File: config.mk
export PLATFORM = sky130hd
export DESIGN_NAME = ysyx_22050550_csr_file
export DESIGN_NICKNAME = d
export VERILOG_FILES = /design/src/rtl/ysyx_22050550_csr_pkg.sv /design/src/rtl/ysyx_22050550_intr_fsm.sv /design/src/rtl/ysyx_22050550_csr_file.sv
export SDC_FILE = /design/constraint.sdc
export NUM_CORES = 1
export LEC_CHECK = 0
export ABC_AREA = 1
export BUFFER_PORTS_ARGS = -buffer_cell sky130_fd_sc_hd__buf_2
export CAP_MARGIN = 30
export CORE_AREA = 4 4 376 378
export DETAILED_ROUTE_END_ITERATION = 6
export DIE_AREA = 0 0 380 382
export PLACE_DENSITY = 0.32
export SYNTH_ARGS = -nofsm -noshare
export SYNTH_HDL_FRONTEND = slang
export SYNTH_SLANG_ARGS = --single-unit
File: constraint.sdc
create_clock -name clock -period 1.56 [get_ports clock]
set_clock_uncertainty 0.05 [all_clocks]
set_input_delay 0.312 -clock clock [delete_from_list [all_inputs] [get_ports clock]]
set_output_delay 0.312 -clock clock [all_outputs]
set_load 0.01 [all_outputs]
File: src/rtl/ysyx_22050550_csr_pkg.sv
// Shared CSR constants for the machine-mode CSR file and its interrupt FSM.
package ysyx_22050550_csr_pkg;

  // CSR addresses
  localparam logic [11:0] MSTATUS = 12'h300;
  localparam logic [11:0] CSRMIE  = 12'h304;
  localparam logic [11:0] MTVEC   = 12'h305;
  localparam logic [11:0] MEPC    = 12'h341;
  localparam logic [11:0] MCAUSE  = 12'h342;
  localparam logic [11:0] CSRMIP  = 12'h344;

  // wbcsren bit positions
  localparam int WB_MEPC    = 0;
  localparam int WB_MCAUSE  = 1;
  localparam int WB_MTVEC   = 2;
  localparam int WB_MSTATUS = 3;
  localparam int WB_MIE     = 4;
  localparam int WB_MIP     = 5;

  // Interesting bit positions inside the CSRs
  localparam int MSTATUS_MIE  = 3;
  localparam int MSTATUS_MPIE = 7;
  localparam int MIE_MTIE     = 7;
  localparam int MIP_MTIP     = 7;

  // Reset values
  localparam logic [63:0] MSTATUS_RST = 64'h0000_000A_0000_1800;
  localparam logic [63:0] CSR_ZERO    = 64'h0;

  // Machine timer interrupt cause (interrupt bit + code 7)
  localparam logic [63:0] INTR_CAUSE_MTI = 64'h8000_0000_0000_0007;

  typedef enum logic [1:0] {
    INTR_IDLE  = 2'd0,
    INTR_PEND  = 2'd1,
    INTR_TAKEN = 2'd2
  } intr_state_e;

endpackage

File: src/rtl/ysyx_22050550_intr_fsm.sv
// Machine timer interrupt sequencer: raises a request while enabled and
// pending, hands a one-cycle trap strobe to the CSR file on ack, then waits
// for mret (MIE back to 1) before it can fire again.
module ysyx_22050550_intr_fsm
  import ysyx_22050550_csr_pkg::*;
(
  input  logic        clock,
  input  logic        reset,
  input  logic        mstatus_mie_i,
  input  logic        mie_mtie_i,
  input  logic        mip_mtip_i,
  input  logic        intr_ack_i,
  output logic        intr_req_o,
  output logic [63:0] intr_cause_o,
  output logic        trap_o
);

  intr_state_e state_q, state_d;
  logic        intr_en;

  assign intr_en = mstatus_mie_i & mie_mtie_i & mip_mtip_i;

  // State register
  always_ff @(posedge clock) begin
    if (reset) state_q <= INTR_IDLE;
    else       state_q <= state_d;
  end

  // Next state and outputs; an ack accepted in PEND wins over a same-cycle
  // enable drop because the front end has already committed to the trap.
  always_comb begin
    state_d      = state_q;
    intr_req_o   = 1'b0;
    intr_cause_o = CSR_ZERO;
    trap_o       = 1'b0;
    case (state_q)
      INTR_IDLE: begin
        if (intr_en) state_d = INTR_PEND;
      end
      INTR_PEND: begin
        intr_req_o   = 1'b1;
        intr_cause_o = INTR_CAUSE_MTI;
        if (intr_ack_i) begin
          trap_o  = 1'b1;
          state_d = INTR_TAKEN;
        end else if (!intr_en) begin
          state_d = INTR_IDLE;
        end
      end
      INTR_TAKEN: begin
        if (mstatus_mie_i) state_d = INTR_IDLE;
      end
      default: state_d = INTR_IDLE;
    endcase
  end

endmodule

File: src/rtl/ysyx_22050550_csr_file.sv
// Machine-mode CSR file: WB-committed CSR writes, MTIP mirror, free-running
// mcycle and the trap entry side effects driven by the interrupt FSM.
module ysyx_22050550_csr_file
  import ysyx_22050550_csr_pkg::*;
(
  input  logic        clock,
  input  logic        reset,
  input  logic        io_wb_valid,
  input  logic [7:0]  wbcsren,
  input  logic [63:0] wbmepc,
  input  logic [63:0] wbmcause,
  input  logic [63:0] wbmtvec,
  input  logic [63:0] wbmstatus,
  input  logic [63:0] wbmie,
  input  logic [63:0] wbmip,
  input  logic        mtip,
  input  logic [63:0] io_intr_epc,
  input  logic        io_intr_ack,
  output logic [63:0] mepc,
  output logic [63:0] mcause,
  output logic [63:0] mtvec,
  output logic [63:0] mstatus,
  output logic [63:0] mie,
  output logic [63:0] mip,
  output logic [63:0] mcycle,
  output logic        io_intr_req,
  output logic [63:0] io_intr_cause
);

  logic [63:0] mepc_q, mcause_q, mtvec_q, mstatus_q, mie_q, mip_q, mcycle_q;
  logic [63:0] mcycle_d, trap_mstatus_d;
  logic [5:0]  wr;
  logic        trap;
  logic        unused_bits;

  // Enables only count on a committed WB slot; bits 7:6 carry nothing.
  assign wr          = wbcsren[5:0] & {6{io_wb_valid}};
  assign unused_bits = ^{wbcsren[7:6], wbmip[MIP_MTIP]};
  assign mcycle_d    = mcycle_q + 64'd1;

  ysyx_22050550_intr_fsm u_intr_fsm (
    .clock        (clock),
    .reset        (reset),
    .mstatus_mie_i(mstatus_q[MSTATUS_MIE]),
    .mie_mtie_i   (mie_q[MIE_MTIE]),
    .mip_mtip_i   (mip_q[MIP_MTIP]),
    .intr_ack_i   (io_intr_ack),
    .intr_req_o   (io_intr_req),
    .intr_cause_o (io_intr_cause),
    .trap_o       (trap)
  );

  // Trap entry stacks MIE into MPIE and masks further interrupts.
  always_comb begin
    trap_mstatus_d               = mstatus_q;
    trap_mstatus_d[MSTATUS_MPIE] = mstatus_q[MSTATUS_MIE];
    trap_mstatus_d[MSTATUS_MIE]  = 1'b0;
  end

  // CSR registers: reset first, then trap entry overrides WB on the
  // trap-owned CSRs; the others take WB writes regardless of the trap.
  always_ff @(posedge clock) begin
    if (reset) begin
      mepc_q    <= CSR_ZERO;
      mcause_q  <= CSR_ZERO;
      mtvec_q   <= CSR_ZERO;
      mstatus_q <= MSTATUS_RST;
      mie_q     <= CSR_ZERO;
      mip_q     <= CSR_ZERO;
      mcycle_q  <= CSR_ZERO;
    end else begin
      mcycle_q <= mcycle_d;
      if (trap) begin
        mepc_q    <= io_intr_epc;
        mcause_q  <= io_intr_cause;
        mstatus_q <= trap_mstatus_d;
      end else begin
        if (wr[WB_MEPC])    mepc_q    <= wbmepc;
        if (wr[WB_MCAUSE])  mcause_q  <= wbmcause;
        if (wr[WB_MSTATUS]) mstatus_q <= wbmstatus;
      end
      if (wr[WB_MTVEC]) mtvec_q <= wbmtvec;
      if (wr[WB_MIE])   mie_q   <= wbmie;
      // MTIP is a pure mirror of the CLINT level; WB never owns it.
      if (wr[WB_MIP]) mip_q <= {wbmip[63:MIP_MTIP+1], mtip, wbmip[MIP_MTIP-1:0]};
      else            mip_q[MIP_MTIP] <= mtip;
    end
  end

  assign mepc    = mepc_q;
  assign mcause  = mcause_q;
  assign mtvec   = mtvec_q;
  assign mstatus = mstatus_q;
  assign mie     = mie_q;
  assign mip     = mip_q;
  assign mcycle  = mcycle_q;

endmodule
==> Yosys cells after proc, flatten, opt, wreduce, memory -nomap -nowiden <==
Index checks and enable logic that the tools add are counted.
{ "word_totals": {"regBits": 450, "input_bits": 461, "out_inout_bits": 513, "elab_cells": 43} }
{ "op_classes": {"addsub": 1, "n_eq_ne": 5, "muxes": 15, "n_bitwise": 4, "n_reduce_logical": 7} }
{ "ops": {"columns": ["operator", "count"], "rows": [
  ["two-way mux 64 bit", 5],
  ["adder 64 x 1 -> 64 bit, second input constant", 1],
  ["two-way mux 8 bit", 2],
  ["two-way mux 2 bit", 4],
  ["bitwise AND 6 bit", 1],
  ["one-hot mux 2 bit (3 select lines)", 1],
  ["nonzero test 2 bit", 3],
  ["two-way mux 1 bit", 3],
  ["inequality test 3 bit, second input constant", 1],
  ["AND reduction 3 bit", 1],
  ["bitwise AND 1 bit", 2],
  ["equality test 2 x 1 -> 1 bit, second input constant", 1],
  ["equality test 2 bit, second input constant", 1],
  ["logical NOT 2 bit", 1],
  ["inequality test 2 x 1 -> 1 bit, second input constant", 1],
  ["inequality test 2 bit, second input constant", 1],
  ["AND reduction 2 bit", 1],
  ["OR reduction 2 bit", 1],
  ["NOT 1 bit", 1]
]} }

==> Longest topological paths before layout <==
{ "depth": {"word_depth": 5, "depth_mapped": 11, "mapped_depth_nobuf": 11} }

==> Cells and area by module <==
A second synthesis with hierarchy kept.
{ "unflattened": {"hier_cells": 2547, "area_unflattened_um2": 18373.9} }
{ "modules_own_cells": {"columns": ["mod", "instances", "cells_per_inst", "area_per_inst_um2", "seq_area_each_um2"], "rows": [
  ["ysyx_22050550_csr_file", 1, 2466, 17783.3, 8968.6],
  ["ysyx_22050550_intr_fsm", 1, 81, 590.6, 40.0]
]} }

==> Least setup slack after synthesis <==
Ideal clock, no wire load.
{ "synth_path": {"kind": "reg-to-reg", "from": "reg mcycle_q[0], in the netlist mcycle[0]", "to": "reg mcycle_q[56], in the netlist mcycle[56]", "setup_ps": 113, "arrival_ps": 1478, "required_time_ps": 1397, "slack_ps": -81, "path_stages_with_launch": 11, "path_buffers": 0, "synth_period_minus_slack_ps": 1641, "path_cell_list": "dfxtp_1 -> ha_1 -> nand2_2 -> nor2_4 -> nand2_4 -> nor2_4 -> nand2_2 -> nor2_2 -> nand2_1 -> nand2_1 -> nor2_1"} }
{ "synth_via": {"elab_chain_cells": 1} }
{ "synth_lines": {"columns": ["item", "line_no", "source"], "rows": [
  ["start, declared", "ysyx_22050550_csr_file.sv:30", "logic [63:0] mepc_q, mcause_q, mtvec_q, mstatus_q, mie_q, mip_q, mcycle_q;"],
  ["start signal, assigned", "ysyx_22050550_csr_file.sv:72", "mcycle_q <= mcycle_d;"],
  ["adder 64 x 1 -> 64 bit", "ysyx_22050550_csr_file.sv:39", "assign mcycle_d = mcycle_q + 64'd1;"]
]} }
No other way between the ends.
A chain may end at the register's enable or synchronous reset.

==> Worst setup path after layout <==
{ "layout_path": {"from": "reg u_intr_fsm.state_q[1]", "to": "out io_intr_cause[2]"} }
{ "layout_via": {"elab_chain_cells": 2} }
{ "layout_lines": {"columns": ["item", "line_no", "source"], "rows": [
  ["start, declared", "ysyx_22050550_intr_fsm.sv:18", "intr_state_e state_q, state_d;"],
  ["start signal, assigned", "ysyx_22050550_intr_fsm.sv:26", "else state_q <= state_d;"],
  ["equality test 2 x 1 -> 1 bit", "ysyx_22050550_intr_fsm.sv:36", "case (state_q)"],
  ["two-way mux 64 bit", "ysyx_22050550_intr_fsm.sv:36", null],
  ["end, declared", "ysyx_22050550_csr_file.sv:27", "output logic [63:0] io_intr_cause"]
]} }
No other way between the ends.

==> impl_metrics.yaml <==
run_status:
  outcome: "finished with violations"
  violations: "negative setup slack"
route:
  dr_wl_met2_um: 57100
  vias_per_cell: 3.80
  met1_length_um: 43800
  drc: 0
  firstDrtPassIters: 5
  ant_nets: 0
  drtIter0Drc: 778
  wirelength_um: 111000
  routed-via-count: 22690
  detail_route.wl_per_cell_um: 18.6
  dr_wl_met3_um: 6620
  top_layer: "met4"
synth:
  synth-seq-cells: 450
  syn_area_um2: 18000
  async_reset_ff_frac: 0
  synth_cell_types: 31
  synthFlopType: "dfxtp_1"
  avgSynthCellArea_um2: 7.29
  synth_mux_area_frac: 0
  yosys.area_share.xor_xnor: 0.00583
  synth-edff-count: 0
  synthSimpleGateAreaFrac: 0.289
  yosys_warnings: 0
  synth_compound_area_frac: 0.124
  synth_fa_ha_area_frac: 0.000695
  seq_area_frac_synth: 0.500
  synth_top_family_by_area: "simple AND/OR/NAND/NOR gates"
  synthCells: 2472
setup_path:
  timing.rr.start: "mcycle[0]"
  start_kind: "flip-flop"
  crit_type: "flip-flop to output port"
  critPathRequiredTime_ns: 1.20
  end_kind: "output port"
  cp.arrival_ns: 1.37
  crit_fanout: 5
  startpoint: "u_intr_fsm.state_q[1]"
floorplan:
  initial_utilization: 0.131
  fp-row-count: 136
  fp.coreArea_um2: 137000
  dieWidth_um: 380
  die_h_um: 382
  ioPinCount: 974
  die-area_um2: 145000
global_route:
  grt_max_degree: 72
  grt_antenna_before_repair: 31
  grt.overflow.total: 0
  grt_pass1_vias: 23264
  grt_usage: 0.141
  grt_pass1_wl_um: 155000
clock_tree:
  clockBufferDepth: 3
  htree_num_levels: 2
  cts_buffers: 60
  clkSinkCount: 450
  path_clk_slew_ns: 0.06
  clk_latency_ns: 0.65
  cts_tree: "yes"
  root_buffer: "clkbuf_16"
layout:
  final_common_cell: "buf_2"
  drive_gt1_frac: 0.467
  seqCellArea_um2: 9510
  final_util: 0.275
  fill_cells: 15208
  layout_common_cells: "625 x buf_2, 592 x nor2_1, 444 x dlygate4sd3_1"
  fin_nets: 4577
  area_growth_pct: 110
  multi_input_area_um2: 8700
timing:
  fin_crit_ns: 1.73
  tightest_slew_ns: 0.497
  rsz0062_at_grt: "true"
  hold_violations: 0
  drv_slew: 0
  timing.fmax_mhz: 577
  post-route-period-util: 1.11
  whs_ns: 0.0542
  finalSetupViolCount: 108
  max_slew_margin: 0.665
  fin_ws_ns: -0.172
pwr:
  power_density_nw_per_um2: 841
  leakage_uw: 0.0167
  max-vdd-ir-drop_mv: 0.788
job:
  max_cap_violations: 0
worst_hold_path:
  hold_class: "input pin to flip-flop"
  min-delay-start: "wbmtvec[61]"
placed_design:
  numPortBuffers: 910
  place_hpwl_um: 81500
  gp_congestion: 0.807
## registers in the layout, summed over array words and instances, names as in the netlist
signal / flops
mcause: 64
mcycle: 64
mepc: 64
mie: 64
mip: 64
mstatus: 64
mtvec: 64
u_intr_fsm.state_q: 2
## cells by family (layout without fill, tap and decap cells)
group / after synthesis / count (layout)
compound gates: 422 / 422
xor+xnor: 12 / 12
fa+ha+maj: 1 / 1
buf+inv: 302 / 1934
flops: 450 / 450
other cells: 1 / 74
simple gates: 1284 / 1284
## layout make-up
cell class,instances,share of cell area
Clock buffer,89,0.0464
Multi-Input combinational cell,1779,0.231
Timing Repair Buffer,1735,0.394
Antenna cell,14,0.000928
Clock inverter,21,0.00616
Tap cell,1794,0.0594
Timing Repair inverter,1,0.000431
Sequential cell,450,0.252
Inverter,88,0.0103
## worst paths after layout
path,endpoint,slack (ns),cells past startpoint
worst max register to register,mcycle[20],-0.13,11
worst min register to register,u_intr_fsm.state_q[0],0.38,1
worst min-delay path,mtvec[61],0.05,3
worst max-delay path,io_intr_cause[2],-0.17,5
## critical path, cell delays in order (launching register included)
cell     delay [ns]
dfxtp_2        0.32
inv_2          0.05
nand2_2        0.05
inv_2          0.06
buf_6          0.13
buf_6          0.11
## metrics by stage
step                      TNS [ns]  cell area [µm²]  total power (µW)  setup slack (ns)  std cells
after floorplan                  0            18200             14300            0.0175       2531
after global placement      -22.60            26400             16400            -0.254       5271
after detailed placement    -20.88            26400             16400            -0.203       5271
after CTS                    -8.35            36100             32300            -0.265       5904
after global routing        -20.56            37700             33300            -0.266       5964
final                        -3.80            37800             31800            -0.172       5971
## where the power goes
part	switching, µW	leakage [µW]	internal [µW]
registers	388	0.00383	12100
logic	2450	0.0119	2730
clock network	5830	0.000969	8240
## synthesized netlist by cell type, types with 2 or more instances
library cell	instances	area share
buf_2	32	0.0089
nand4_1	75	0.026
buf_1	9	0.0019
o21ai_0	263	0.073
nor2_4	7	0.0044
nor2_1	663	0.14
o21a_1	3	0.0013
nand2_4	3	0.0019
nand2_1	479	0.10
nand2_2	9	0.0031
inv_1	79	0.016
buf_4	74	0.031
nor2_2	9	0.0031
nor2b_1	2	0.00069
xor2_1	10	0.0049
nand3_1	33	0.0092
a31oi_1	65	0.023
o21bai_1	6	0.0025
xnor2_1	2	0.00097
dfxtp_1	450	0.50
inv_2	9	0.0019
a21oi_1	83	0.023
clkbuf_1	99	0.021
## per-layer routing
| metal | vias up | GRT usage |
|---|---|---|
| li1 | 11190 | - |
| met1 | 10650 | 0.156 |
| met2 | 662 | 0.261 |
| met3 | 188 | 0.0355 |
| met4 | 0 | 0.0477 |
| met5 | - | 0 |
## repair_timing
action | CTS | global route
buffers inserted | 82 | 36
pin swaps | 49 | 92
endpoints found under the hold margin | 380 | 1
setup endpoints to repair | 387 | 240
hold buffers | 443 | 1
resized for setup | 919 | 289
cloned | 2 | 24
No activity file was read; power rests on OpenSTA's default activity.
